===== config.mk =====
export PLATFORM = sky130hd
export DESIGN_NAME = operand_collector
export DESIGN_NICKNAME = d
export VERILOG_FILES = /design/src/rtl/config_pkg.sv /design/src/rtl/operand_collector.sv
export SDC_FILE = /design/constraint.sdc
export NUM_CORES = 1
export LEC_CHECK = 0
export CORE_UTILIZATION = 40
export CTS_CLUSTER_SIZE = 25
export DETAILED_ROUTE_END_ITERATION = 10
export PLACE_DENSITY = 0.76
export SYNTH_ARGS = -nofsm -noshare
export SYNTH_HDL_FRONTEND = slang
export SYNTH_SLANG_ARGS = --single-unit

===== constraint.sdc =====
create_clock -name clk_i -period 1.3 [get_ports clk_i]
set_input_delay 0.26 -clock clk_i [delete_from_list [all_inputs] [get_ports clk_i]]
set_output_delay 0.26 -clock clk_i [all_outputs]
set_load 0.01 [all_outputs]

===== src/rtl/config_pkg.sv =====
// Shared types for the register-file read path: opcode, read beat, operand
// bundle and the operand collector state encoding.
package config_pkg;

  localparam int DATA_W    = 32;
  localparam int CODE_W    = 8;
  localparam int NUM_BEATS = 4;

  typedef logic [CODE_W-1:0] code_t;
  typedef logic [DATA_W-1:0] data_t;

  typedef struct packed {
    code_t opcode;
    data_t op_a;
    data_t op_b;
    data_t op_c;
    data_t op_d;
  } opbundle_t;

  typedef enum logic [1:0] {
    IDLE,
    COLLECT,
    HOLD
  } opcoll_state_e;

endpackage


===== src/rtl/operand_collector.sv =====
// Operand collector: pairs one opcode with its four in-order register-file read
// beats and hands the bundle to execute. OPCOLL_STATS_EN adds bundle/stall counters.
module operand_collector #(
  parameter int DATA_W = config_pkg::DATA_W
) (
  input  logic                  clk_i,
  input  logic                  srst_i,
  input  config_pkg::code_t     opcode_i,
  input  logic                  opcode_valid_i,
  output logic                  opcode_ready_o,
  input  logic [DATA_W-1:0]     rd_data_i,
  input  logic                  rd_data_valid_i,
  output logic                  rd_data_ready_o,
  output config_pkg::opbundle_t bundle_o,
  output logic                  bundle_valid_o,
  input  logic                  bundle_ready_i
`ifdef OPCOLL_STATS_EN
 ,output logic [15:0]           bundle_cnt_o,
  output logic [15:0]           stall_cnt_o
`endif
);
  import config_pkg::*;

  // state   | meaning
  // IDLE    | waiting for an opcode; data is held off
  // COLLECT | taking beats in order into op_a..op_d
  // HOLD    | bundle valid and frozen until execute takes it

  localparam logic [1:0] LAST_BEAT = 2'(NUM_BEATS - 1);

  opcoll_state_e state_q, state_d;
  logic [1:0]    beat_cnt_q;
  opbundle_t     bundle_q;
  logic          load_op;
  logic          load_beat;
  data_t         beat;

  assign beat     = data_t'(rd_data_i);
  assign bundle_o = bundle_q;

  always_comb begin
    state_d         = state_q;
    opcode_ready_o  = 1'b0;
    rd_data_ready_o = 1'b0;
    bundle_valid_o  = 1'b0;
    load_op         = 1'b0;
    load_beat       = 1'b0;
    case (state_q)
      IDLE: begin
        opcode_ready_o = 1'b1;
        if (opcode_valid_i) begin
          load_op = 1'b1;
          state_d = COLLECT;
        end
      end
      COLLECT: begin
        rd_data_ready_o = 1'b1;
        if (rd_data_valid_i) begin
          load_beat = 1'b1;
          if (beat_cnt_q == LAST_BEAT) state_d = HOLD;
        end
      end
      HOLD: begin
        bundle_valid_o = 1'b1;
        // Next opcode may be taken in the same cycle the bundle leaves.
        opcode_ready_o = bundle_ready_i;
        if (bundle_ready_i) begin
          if (opcode_valid_i) begin
            load_op = 1'b1;
            state_d = COLLECT;
          end else begin
            state_d = IDLE;
          end
        end
      end
      default: state_d = IDLE;
    endcase
  end

  always_ff @(posedge clk_i) begin
    if (srst_i) begin
      state_q    <= IDLE;
      beat_cnt_q <= '0;
      bundle_q   <= '0;
    end else begin
      state_q <= state_d;
      if (load_op) begin
        bundle_q.opcode <= opcode_i;
        beat_cnt_q      <= '0;
      end
      if (load_beat) begin
        case (beat_cnt_q)
          2'd0:    bundle_q.op_a <= beat;
          2'd1:    bundle_q.op_b <= beat;
          2'd2:    bundle_q.op_c <= beat;
          default: bundle_q.op_d <= beat;
        endcase
        beat_cnt_q <= beat_cnt_q + 2'd1;
      end
    end
  end

`ifdef OPCOLL_STATS_EN
  logic bundle_hs;
  logic stall;

  assign bundle_hs = (state_q == HOLD) && bundle_ready_i;
  assign stall     = ((state_q == COLLECT) && !rd_data_valid_i) ||
                     ((state_q == HOLD) && !bundle_ready_i);

  always_ff @(posedge clk_i) begin
    if (srst_i) begin
      bundle_cnt_o <= '0;
      stall_cnt_o  <= '0;
    end else begin
      if (bundle_hs) bundle_cnt_o <= bundle_cnt_o + 16'd1;
      if (stall)     stall_cnt_o  <= stall_cnt_o + 16'd1;
    end
  end
`endif

endmodule


# Word level (Yosys, flattened, before mapping)
# Index checks and enable logic that the tools add are counted.
# word_totals
out_inout_bits	139
regBits	140
wordCells	43
# op_classes
n_mux	16
eq_ne	9
bitwise	1
add_sub_neg	1
n_reduce_logical	9
# ops
cell	n
$mux 2	6
$ne 2x2->1 const B	4
$reduce_and 2->1	4
$mux 1	7
$eq 2x2->1 const B	3
$pmux 2 s3	1
$eq 2x1->1 const B	2
$logic_not 2->1	2
$pmux 1 s2	2
$reduce_and 4->1	1
$reduce_or 3->1	1
$add 2x1->2 const B	1
$reduce_bool 2->1	1
$not 1->1	1

# Depth between registers and ports, before layout
# Gate-level depths: netlist of run 1.
# depth
depth_word	5
mapped_depth	7

# Worst setup path before layout of run 1
# Ideal clock, no wire load.
# synth_path
path_type	flip-flop to flip-flop
from	reg beat_cnt_q[0]
to	reg bundle_q (netlist bit bundle_o[33])
arrival_ns	1.227
period_less_slack_ns	1.360
required_ns	1.168
stages_incl_launch_ff	8
slack_ns	-0.060
cell_sequence	dfxtp_1 -> inv_1 -> ha_1 -> and4b_1 -> buf_2 -> buf_2 -> nand2_1 -> a21oi_1
# synth_between
elab_chain_cells	2
# synth_lines
element	line	source
start: declaration	operand_collector.sv:32	logic [1:0] beat_cnt_q;
start signal: assignment	operand_collector.sv:98	beat_cnt_q <= beat_cnt_q + 2'd1;
$eq 2x2->1	operand_collector.sv:92	case (beat_cnt_q)
$reduce_and 2->1 (no source line)	--	
end: declaration	operand_collector.sv:33	opbundle_t bundle_q;
# Every way passes these cells.
# A chain may end at the register's enable or synchronous reset.

# Worst setup path in the final report of run 1
# layout_path
from	reg beat_cnt_q[1]
to	reg bundle_q (netlist bit bundle_o[13])
# layout_between
elab_chain_cells	4
# layout_lines
element	line
$eq 2x2->1 (tied with other cells)	operand_collector.sv:92
$reduce_or 3->1 (no source line) (*)	--
$not 1->1 (no source line) (*)	--
$reduce_and 2->1 (no source line) (*)	--
# Every way passes the cells marked *; elsewhere a longest branch is shown, timed or not.

==> results.yml, run 1 <==
status:
  outcome: "finished with violations"
  violations: "negative setup slack"
yosys:
  syn_area_sq_um: 5060
  synth_fp_nets: 685
  synthFlopType: "dfxtp_1"
  synth_commonest_cells: "257 x nand2_1, 140 x dfxtp_1, 139 x a21oi_1"
  syn_area_per_cell_sq_um: 7.97
  postSynthCellCount: 635
  synth_top_area_share_pct: 55.4
  synth_area_leaders: "dfxtp_1 55%, nand2_1 19%, a21oi_1 14%"
  async_flop_share_pct: 0
  yosys.area.top_type: "dfxtp_1"
  synth_warnings: 0
  synth_cell_types: 23
  ys_seq_elements: 140
  yosysMostFrequentCell: "nand2_1"
  synth_edf_count: 0
  yosysSeqAreaShare_pct: 55.4
detailed_routing:
  vias: 5505
  drt_iter0_markers: 418
  wl_um: 20000
  ant_nets: 0
  routedWlPerCell_um: 19.3
  vias_per_cell: 5.32
  drc: 0
  dr.pass1.iters: 5
floorplanning:
  die_area_sq_um: 13100
  die_y_um: 114
  die_x_um: 114
  pin_count: 184
  core-area_sq_um: 12200
  num_rows: 40
  initial_core_util_pct: 41.6
worst_setup_path:
  rrSetupSlack_ns: -0.22
  arrival_ns: 1.87
  crit_start: "beat_cnt_q[1]"
  end_kind: "flip-flop"
  reg2reg_from: "beat_cnt_q[1]"
  worstPathMaxFanout: 7
  crit_type: "reg -> reg"
  cp-start-kind: "flip-flop"
  required_ns: 1.65
sta:
  fin_crit_sh_pct: 117
  hold_viol: 0
  setup_viol: 127
  slew_headroom_pct: 70.5
  setup_ws_ns: -0.222
  whs_ns: 0.328
  final_max_slew_viol_count: 0
  tightest_slew_ns: 0.442
  rsz0062_at_grt: "true"
  fin_setup_tns_ns: -16.53
  fmax_mhz: 657
  fin_crit_ns: 1.52
  fin_skew_ns: 0.00742
clock_tree:
  cts_buffer_depth: 2
  cts_buffers: 17
  cts_tree: "yes"
  h-tree-depth: 4
  clock_latency_ns: 0.42
  cts_root_buf: "clkbuf_16"
  clk_pin_slew_ns: 0.06
  cts_sinks: 140
layout:
  area_growth_pct: 78.9
  fillerInstances: 793
  multi_input_area_sq_um: 2890
  final_cell_count_no_fill: 1034
  layout-drive-gt1-share_pct: 42.1
  post-route-cell-area_sq_um: 9050
  antennaDiodeCount: 0
  nets: 903
  seqCellArea_sq_um: 2820
hold_path:
  hold_path.class: "in -> reg"
  hp-start: "srst_i"
place:
  dp.cells: 967
  place_area_sq_um: 7140
  port_buffers: 183
  dpl.hpwl_um: 10600
  place_congestion: 0.815
pwr:
  total_power_mw: 10.7
  clkPwrFrac_pct: 48.6
  p_int_mw: 8.15
  switching_share_pct: 23.4
  cellLeakagePower_nw: 3.57
  p_switching_mw: 2.50
  comb_power_share_pct: 9.9
  seqPwrFrac_pct: 41.6
  power_density_nw_per_um2: 1180
  max-vdd-ir-drop_uv: 878
grt:
  grt_max_degree: 66
  antenna_found_initial: 0
  grt.overflow.total: 0
  track_usage_pct: 26.7
  grt_pass1_wl_um: 26500
  first_global_vias: 5107
flow_run:
  cap_violations: 0
-- cells in the final DEF (no fill, tap or decap), drive strengths merged, types with 2 or more instances in the layout --
| cell type | Yosys | layout |
|---|---|---|
| o21ai | 8 | 8 |
| nor2b | 3 | 3 |
| ha | 5 | 5 |
| nand2 | 257 | 257 |
| bufinv | 0 | 4 |
| nand4b | 4 | 4 |
| dlygate4sd2 | 0 | 6 |
| clkdlybuf4s15 | 0 | 73 |
| nand2b | 2 | 2 |
| clkdlybuf4s50 | 0 | 42 |
| clkinvlp | 0 | 3 |
| dfxtp | 140 | 140 |
| a21oi | 139 | 139 |
| clkinv | 0 | 4 |
| nand3 | 10 | 10 |
| and4b | 4 | 4 |
| clkbuf | 15 | 81 |
| o211ai | 2 | 2 |
| nor2 | 2 | 2 |
| buf | 36 | 68 |
| inv | 3 | 3 |
-- logic make-up after synthesis --
| group | count (synthesis) | share of synthesized area, % |
|---|---|---|
| AND/OR/NAND/NOR | 284 | 22.6 |
| AO/OA/AOI/OAI | 152 | 15.3 |
| flip-flops | 140 | 55.4 |
| buffers and inverters | 54 | 5.49 |
| adder cells (fa/ha/maj) | 5 | 1.24 |
-- final timing paths --
kind / to / depth (start not counted)
worst max-delay path: bundle_o[13] / 6
worst min-delay path: bundle_o[42] / 3
worst max register to register: bundle_o[13] / 6
worst min register to register: bundle_o[43] / 2
-- power groups by stage --
| stage | logic, mW | clock network (mW) | registers, mW |
|---|---|---|---|
| 6_report | 1.05 | 5.17 | 4.43 |
| 5_1_grt | 1.10 | 5.37 | 4.43 |
| 4_1_cts | 0.836 | 5.16 | 4.41 |
| 3_5_place_dp | 0.740 | 0 | 4.51 |
| 3_3_place_gp | 0.724 | 0 | 4.51 |
| 2_1_floorplan | 0.253 | 0 | 4.54 |
-- registers in the layout (all words and copies together) (netlist names) --
signal      count
state_q         2
bundle_o      136
beat_cnt_q      2
-- per-layer routing --
layer,routed length (um),vias to the layer above,GRT usage [%]
met4,469,0,11.6
met5,0,-,0
met2,10500,229,47.4
li1,-,2519,-
met3,1250,42,7.31
met1,7690,2715,30.1
-- worst max-delay path, stage by stage (launching register included) --
cell,delay [ns]
dfxtp_4,0.40
buf_6,0.12
ha_4,0.14
and4b_4,0.34
buf_8,0.18
nand2_4,0.07
a21oi_2,0.18
-- layout make-up --
cell class / instances / area share (%)
clock buffers: 21 / 5.09
clock inverters: 11 / 1.84
inverters: 3 / 0.207
multi-input cells: 441 / 31.9
flip-flops and latches: 140 / 31.2
well taps: 168 / 2.32
repair buffers: 250 / 27.4
-- stage by stage --
| stage | setup slack [ns] | util, % |
|---|---|---|
| global route | -0.258 | 74.4 |
| floorplan | 0.0110 | - |
| detailed placement | -0.447 | 58.7 |
| finish | -0.222 | 74.4 |
| global placement | -0.440 | 58.7 |
| CTS | -0.173 | 69.0 |
-- timing repair --
action,4_1_cts,5_1_grt
resized for setup,312,370
endpoints found under the hold margin,0,0
pin swaps,13,78
setup buffers,18,7
cloned,12,6
hold buffers,0,0
setup endpoints to repair,246,241
No activity file was read; power rests on OpenSTA's default activity.
==> run 2: changes to the inputs <==
--- a/config.mk
+++ b/config.mk
@@ -10,2 +10,3 @@
 export DETAILED_ROUTE_END_ITERATION = 10
+export GPL_ROUTABILITY_DRIVEN = 1
 export PLACE_DENSITY = 0.76
--- a/constraint.sdc
+++ b/constraint.sdc
@@ -3,2 +3,2 @@
 set_output_delay 0.26 -clock clk_i [all_outputs]
-set_load 0.01 [all_outputs]
+set_load 0.005 [all_outputs]
==> results.yml, run 2 (synthesis results as in run 1) <==
status:
  outcome: "finished with violations"
  violations: "negative setup slack"
clock_tree:
  clock_latency_ns: 0.41
  cts_buffer_depth: 2
  cts_tree: "yes"
  cts_buffers: 17
  cts_root_buf: "clkbuf_16"
  clk_pin_slew_ns: 0.06
  h-tree-depth: 4
  cts_sinks: 140
worst_setup_path:
  cpMostUsedCell: "buf_6"
  end_kind: "flip-flop"
  crit_start: "state_q[1]"
  crit_type: "reg -> reg"
  rrSetupSlack_ns: -0.20
  worst_path_max_delay_cell: "and4b_4"
  arrival_ns: 1.84
  crit_path_max_incr_delay_ns: 0.44
  worstPathMaxFanout: 7
  reg2reg_from: "state_q[1]"
  cp-start-kind: "flip-flop"
  path_cells: "buf_6 > buf_6 > and4b_4 > buf_8 > nand2_1 > a21oi_2"
  required_ns: 1.64
floorplanning:
  num_rows: 40
  die_x_um: 114
  pin_count: 184
  die_y_um: 114
  core-area_sq_um: 12200
  die_area_sq_um: 13100
  initial_core_util_pct: 41.6
detailed_routing:
  wl_met1_um: 7050
  ant_nets: 0
  drc: 0
  dr.max_layer_used: "met4"
  wl_met2_um: 8950
  dr.pass1.iters: 4
  routedWlPerCell_um: 17.1
  vias: 5230
  wl_um: 17400
  vias_per_cell: 5.13
  drt_iter0_markers: 361
  dr_wl_met3_um: 1060
sta:
  slew_headroom_pct: 76.0
  hold_viol: 0
  rsz0062_at_grt: "true"
  setup_ws_ns: -0.200
  setup_viol: 125
  fmax_mhz: 667
  tightest_slew_ns: 0.359
  fin_crit_sh_pct: 115
  fin_crit_ns: 1.50
  final_max_slew_viol_count: 0
  fin_setup_tns_ns: -13.02
  fin_skew_ns: 0.00695
place:
  place_congestion: 0.802
  port_buffers: 183
  dpl.hpwl_um: 10500
layout:
  nets: 888
  seqCellArea_sq_um: 2840
  utilization_pct: 68.0
  final_cell_mix: "236 x nand2_1, 125 x dlygate4sd2_1, 115 x dfxtp_1"
  largest_reg_flops: 136
  fillerInstances: 981
  multi_input_area_sq_um: 2330
  antennaDiodeCount: 0
  final_common_cell: "nand2_1"
  area_growth_pct: 63.4
  layout-drive-gt1-share_pct: 23.5
pwr:
  cellLeakagePower_nw: 3.52
  total_power_mw: 10.2
  power_density_nw_per_um2: 1230
  max-vdd-ir-drop_uv: 672
grt:
  grt_pass1_wl_um: 24900
  grt.overflow.total: 0
  first_global_vias: 4916
  grt_max_degree: 47
  antenna_found_initial: 0
  track_usage_pct: 24.7
hold_path:
  hold_path.class: "in -> reg"
  hp-start: "srst_i"
flow_run:
  cap_violations: 0
[run 2: through the flow]
| step | hold slack (ns) | area, sq um | instances | worst slack, ns |
|---|---|---|---|---|
| detailed placement | 0.446 | 7140 | 967 | -0.454 |
| global route | 0.233 | 8270 | 1019 | -0.250 |
| floorplan | 0.396 | 5070 | 635 | 0.0110 |
| finish | 0.234 | 8270 | 1019 | -0.200 |
| global placement | 0.442 | 7140 | 967 | -0.406 |
| CTS | 0.212 | 7830 | 1010 | -0.165 |
[run 2: timing repair]
item                       in CTS  in global routing
gates resized for setup       220                105
cloned                          7                  7
setup buffers                   4                  3
setup endpoints to repair     264                147
hold buffers                    0                  0
pin swaps                       1                 23
[run 2: final cells by class]
cell class / instances / share of cell area [%]
Multi-Input combinational cell: 441 / 28.2
Clock inverter: 13 / 2.01
Clock buffer: 19 / 5.48
Inverter: 3 / 0.136
Tap cell: 168 / 2.54
Timing Repair Buffer: 235 / 27.3
Sequential cell: 140 / 34.3
[run 2: power by group]
group / internal [mW] / switching, mW
combinational: 0.362 / 0.409
sequential: 4.37 / 0.0465
clock: 3.13 / 1.89
[run 2: final timing paths]
kind	end	cells past startpoint
worst max register to register	bundle_o[13]	6
worst min-delay path	beat_cnt_q[0]	2
worst max-delay path	bundle_o[13]	6
worst min register to register	bundle_o[69]	2
[run 2: metal layers]
| layer | up-vias | track usage (%) |
|---|---|---|
| met2 | 185 | 43.4 |
| met4 | 0 | 8.66 |
| met5 | - | 0 |
| met3 | 29 | 6.19 |
| li1 | 2475 | - |
| met1 | 2541 | 29.2 |
[run 2: worst max-delay path: cells and delay by family, from the launching register on]
kind,cells,cell delay (ns)
AND/OR/NAND/NOR,2,0.53
buffers and inverters,3,0.40
AO/OA/AOI/OAI,1,0.16
flip-flops,1,0.32
==> variant 1 (settings of run 1) <==
Build with the macro `OPCOLL_STATS_EN` defined.
--- a/src/rtl/operand_collector.sv
+++ b/src/rtl/operand_collector.sv
@@ -2,2 +2,4 @@
 // beats and hands the bundle to execute. OPCOLL_STATS_EN adds bundle/stall counters.
+`define OPCOLL_STATS_EN
+
 module operand_collector #(
Function (old outputs only; new: bundle_cnt_o and stall_cnt_o): kept (equiv_simple and equiv_induct, registers matched by name and starting in step).
==> variant 1 against run 1 <==
  * The run still ends with setup timing left
  * Power is 7.9% higher
  * Core utilization fell by 7.2 points
  * First-iteration DRC count down 24%
  * Critical endpoint is now bundle_cnt_o[13]
  * Sequential cell count up 32
  * Wire length down 1.1%
  * Highest routed layer unchanged
  * Count of clock-buffer cells in the layout is 2 higher
  * Synthesized area rose by 26%
  * Cell area up 14%
  * Worst setup slack worse by 0.11 ns
  * Critical path type unchanged
  * Via count grew 15%
==> variant 1: results (changes against run 1) <==
DR iter-0 viols 316 (-24%); placer congestion estimate 0.837 (+2.6%); Fillers 1,255 (+58%); number of global-route vias before repair 6,063 (+19%); clock-pin slew on the worst setup and hold paths 0.07 ns; sequential element share of the synthesized area 54.0% (-1.4 points); number of flip-flops in the largest register 136 (unchanged); root buf cell clkbuf_16; R2R cell count 4 (-2); Setup WS post-layout -0.328 ns (-0.106 ns); worst rel slew slack 72.9% (+2.4 points); nets 1,104 (+22%); worst-path fanout max 4 (-3); Pre-Repair DR Iteration Count 5 (unchanged); Hold Path Stages 3 (unchanged); Cell Count, Final, Fillers Out 1,276 (+23%); Tot GR Track Use 23.8% (-3.0 points); Setup Skew 0.0107 ns (+0.00328 ns); CTS buffer count 17 (unchanged); largest net degree at the start of global routing 53 (-20%); detailed-route via count 6,353 (+15%); Leak 0.00406 µW (+14%); status finished with violations; Reg-to-Reg End bundle_cnt_o[13]; maximum VDD drop 821 µV (-6.5%); first-pass GRT wire length 30,600 µm (+16%); I/O Buffers 215 (+17%); H-tree Lvls 4 (unchanged); Diodes inserted 0 (unchanged); Hold EP bundle_o[52]; synth warn 0 (unchanged); Unique masters post-synth 37 (+61%); Cell Area, Placed 9310 µm² (+30%); top cells by area, synth dfxtp_1 54%, nand2_1 16%, a21oi_1 11%, clkbuf_1 2.5%, nor2_1 1.8%; Max Root-Sink Buffers 2 (unchanged); internal power 8930 µW (+9.6%); failing checks setup timing; mean post-synth cell area 8.11 µm² (+1.8%); HPWL Detailed 13,200 µm (+25%); Inst Count DP 1,230 (+27%); r2r startpoint bundle_cnt_o[8]; Post-synth top cells 273 x nand2_1, 172 x dfxtp_1, 145 x a21oi_1; CP arrival 1.98 ns (+0.11 ns); drt wl/cell 15.5 µm (-20%); Async S/R FF share, synth 0% (unchanged); hold_sp srst_i; Min-Delay Path Class input port to flip-flop; setup violators final 167 (+31%); Synthesized Nets 838 (+22%); share of cells above drive strength 1 23.8% (-18 points)
variant 1: changes by cell type after synthesis, sizes merged, moves of 5 or more:
cell	run 1	this run
clkbuf	15	43
xor2	0	10
o21ai	8	13
and2	0	6
a21oi	139	145
nor2	2	31
nand4	0	5
xnor2	0	8
dfxtp	140	172
nand2	257	273
or3	0	13
buf	36	8
mux2i	0	9
variant 1: cells by family (layout without fill, tap and decap cells):
group                      Yosys count  count (layout)  share of synthesized area, %
buffers and inverters               58             337                          3.69
DFF                                172             172                          54.0
and+or+nand+nor                    355             355                          23.6
xor gates and xnor gates            18              18                          2.47
AOI/OAI and AO/OA                  167             167                          13.5
muxes                                9               9                          1.41
adders and majority gates            7               7                          1.37
variant 1: worst max-delay path by stage:
stage	to	slack [ns]	startpoint	cells past startpoint
6_report	bundle_cnt_o[13]	-0.33	bundle_cnt_o[8]	4
5_1_grt	stall_cnt_o[11]	-0.37	state_q[1]	6
3_3_place_gp	opcode_ready_o	-0.69	bundle_ready_i	4
3_5_place_dp	stall_cnt_o[15]	-0.68	bundle_ready_i	5
2_1_floorplan	bundle_cnt_o[13]	-0.32	bundle_cnt_o[4]	4
4_1_cts	stall_cnt_o[15]	-0.29	state_q[1]	5
variant 1: cell type report:
class                   count  area share (%)
clock buffers              23            5.02
repair buffers            298            28.2
flip-flops and latches    172            33.7
well taps                 211            2.55
multi-input cells         556            29.1
clock inverters             9            1.16
inverters                   7           0.254
variant 1: stage by stage:
stage / total power (µW) / worst slack (ns) / TNS, ns / hold slack [ns] / utilization (%)
final: 11500 / -0.328 / -10.75 / 0.299 / 67.3
after global routing: 11900 / -0.372 / -25.94 / 0.327 / 67.3
after CTS: 11500 / -0.295 / -11.59 / 0.304 / 65.3
after detailed placement: 6260 / -0.682 / -97.14 / 0.446 / 60.5
after global placement: 6250 / -0.689 / -94.19 / 0.441 / 60.5
after floorplan: 5800 / -0.316 / -6.48 / 0.396 / -
variant 1: layer usage:
layer	global-route usage, %	up-vias	wire length [µm]	share of wire, %
li1	-	3113	-	-
met1	27.9	3021	8120	41
met2	41.8	196	10100	51
met3	5.72	23	1190	6.0
met4	8.86	0	346	1.8
met5	0	-	0	0
variant 1: power groups by stage:
stage	Clock, µW	Sequential, µW	Combinational [µW]
CTS	5440	5370	736
global placement	0	5490	762
detailed placement	0	5490	766
floorplan	0	5520	277
finish	5350	5370	771
global route	5670	5380	830
variant 1: worst max-delay path, stage by stage (launching register included):
cell and delay, ns:
dfxtp_2 0.34, nand4_1 0.18, or4_4 0.55, or3_1 0.33, a21oi_1 0.15
variant 1: repair_timing:
item	in CTS	in global routing
pin swaps	26	20
hold endpoints to repair	0	0
setup buffers	9	6
endpoints found under the setup margin	336	300
resized for setup	439	61
==> variant 2 (config.mk and constraints of run 1) <==
Made on the original files. Encoding of `opcoll_state_e`: now one-hot (3 bits for 3 states).
--- a/src/rtl/config_pkg.sv
+++ b/src/rtl/config_pkg.sv
@@ -19,6 +19,6 @@
 
-  typedef enum logic [1:0] {
-    IDLE,
-    COLLECT,
-    HOLD
+  typedef enum logic [2:0] {
+    IDLE    = 3'b001,
+    COLLECT = 3'b010,
+    HOLD    = 3'b100
   } opcoll_state_e;
Behaviour: same outputs for any inputs over 4 cycles, from zero or initial values and one cycle with srst_i high; so few cycles prove little.
==> variant 2 against run 1 <==
  * Synthesized cell count shrank 0.94%
  * The run still ends with setup timing left
  * Worst setup slack lost 0.063 ns
  * Wire length fell by 5.0%
  * Power down 6.6%
  * Count of clock-buffer cells in the layout unchanged
  * Synthesized area grew 6.6%
  * Cell area rose by 3.2%
  * Fmax decreased by 3.9%
  * Clock power shrank 5.0%
  * Non-clock buffer count fell by 4
  * Sequential cell count increased by 1
==> variant 2: results (changes against run 1) <==
status finished with violations; metal3 WL 899 µm (-28%); Pre-Repair DR Iteration Count 4 (-1); sequential element share of the synthesized area 52.3% (-3.1 points); Slew @ Worst Pin 0.449 ns (+0.00767 ns); M1 GR Usage 28.6% (-1.5 points); nets 899 (-0.44%); setup violators final 142 (+12%); Die Wd 118 µm (+3.2%); Leak 0.00371 µW (+3.8%); largest net degree at the start of global routing 49 (-26%); mean post-synth cell area 8.58 µm² (+7.6%); met1 wire length 7990 µm (+3.8%); routed wire length on met2 9730 µm (-7.8%); Total Wirelength 19,000 µm (-5.0%); first-pass GRT wire length 26,100 µm (-1.3%); Inst Count DP 969 (+0.21%); total negative slack -31.34 ns (-14.81 ns); Multi-In Gates 440 (-0.23%); Data buffer area share 26.4% (-1.1 points); Post-synth top cells 243 x nand2_1, 141 x dfxtp_1, 75 x a21oi_1; number of global-route vias before repair 5,028 (-1.5%); failing checks setup timing; Setup WS post-layout -0.284 ns (-0.0625 ns); top cells by area, synth dfxtp_1 52%, nand2_1 17%, a21oi_2 9.4%, a21oi_1 7.0%, nand2_2 2.4%; Setup Skew 0.00626 ns (-0.00116 ns); PD cells 1060 nW/µm² (-9.5%)
[variant 2: cell count changes in the layout (fill, tap and decap cells not counted), moves of 8 or more]
cell | before | now
nand2_1 | 172 | 111
nand2_4 | 51 | 78
buf_12 | 12 | 21
clkdlybuf4s15_1 | 68 | 58
nand2_2 | 34 | 73
nor2_1 | 1 | 10
mux2i_1 | 0 | 8
nand3_1 | 9 | 0
clkbuf_2 | 56 | 68
buf_6 | 22 | 8
a21oi_2 | 92 | 100
a21oi_1 | 47 | 32
[variant 2: final timing paths]
check                  endpoint  slack [ns]  depth (start not counted)
setup / recovery  bundle_o[116]       -0.28                          7
hold / removal    beat_cnt_q[0]        0.18                          3
setup reg to reg  bundle_o[116]       -0.28                          7
hold reg to reg    bundle_o[63]        0.45                          2
[variant 2: cells by family after synthesis]
logic type	Yosys count	share of synthesized area (%)
AND/OR/NAND/NOR	291	22.3
adder cells (fa/ha/maj)	5	1.16
buffers and inverters	49	6.10
flip-flops	141	52.3
multiplexers	8	1.48
AO/OA/AOI/OAI	135	16.6
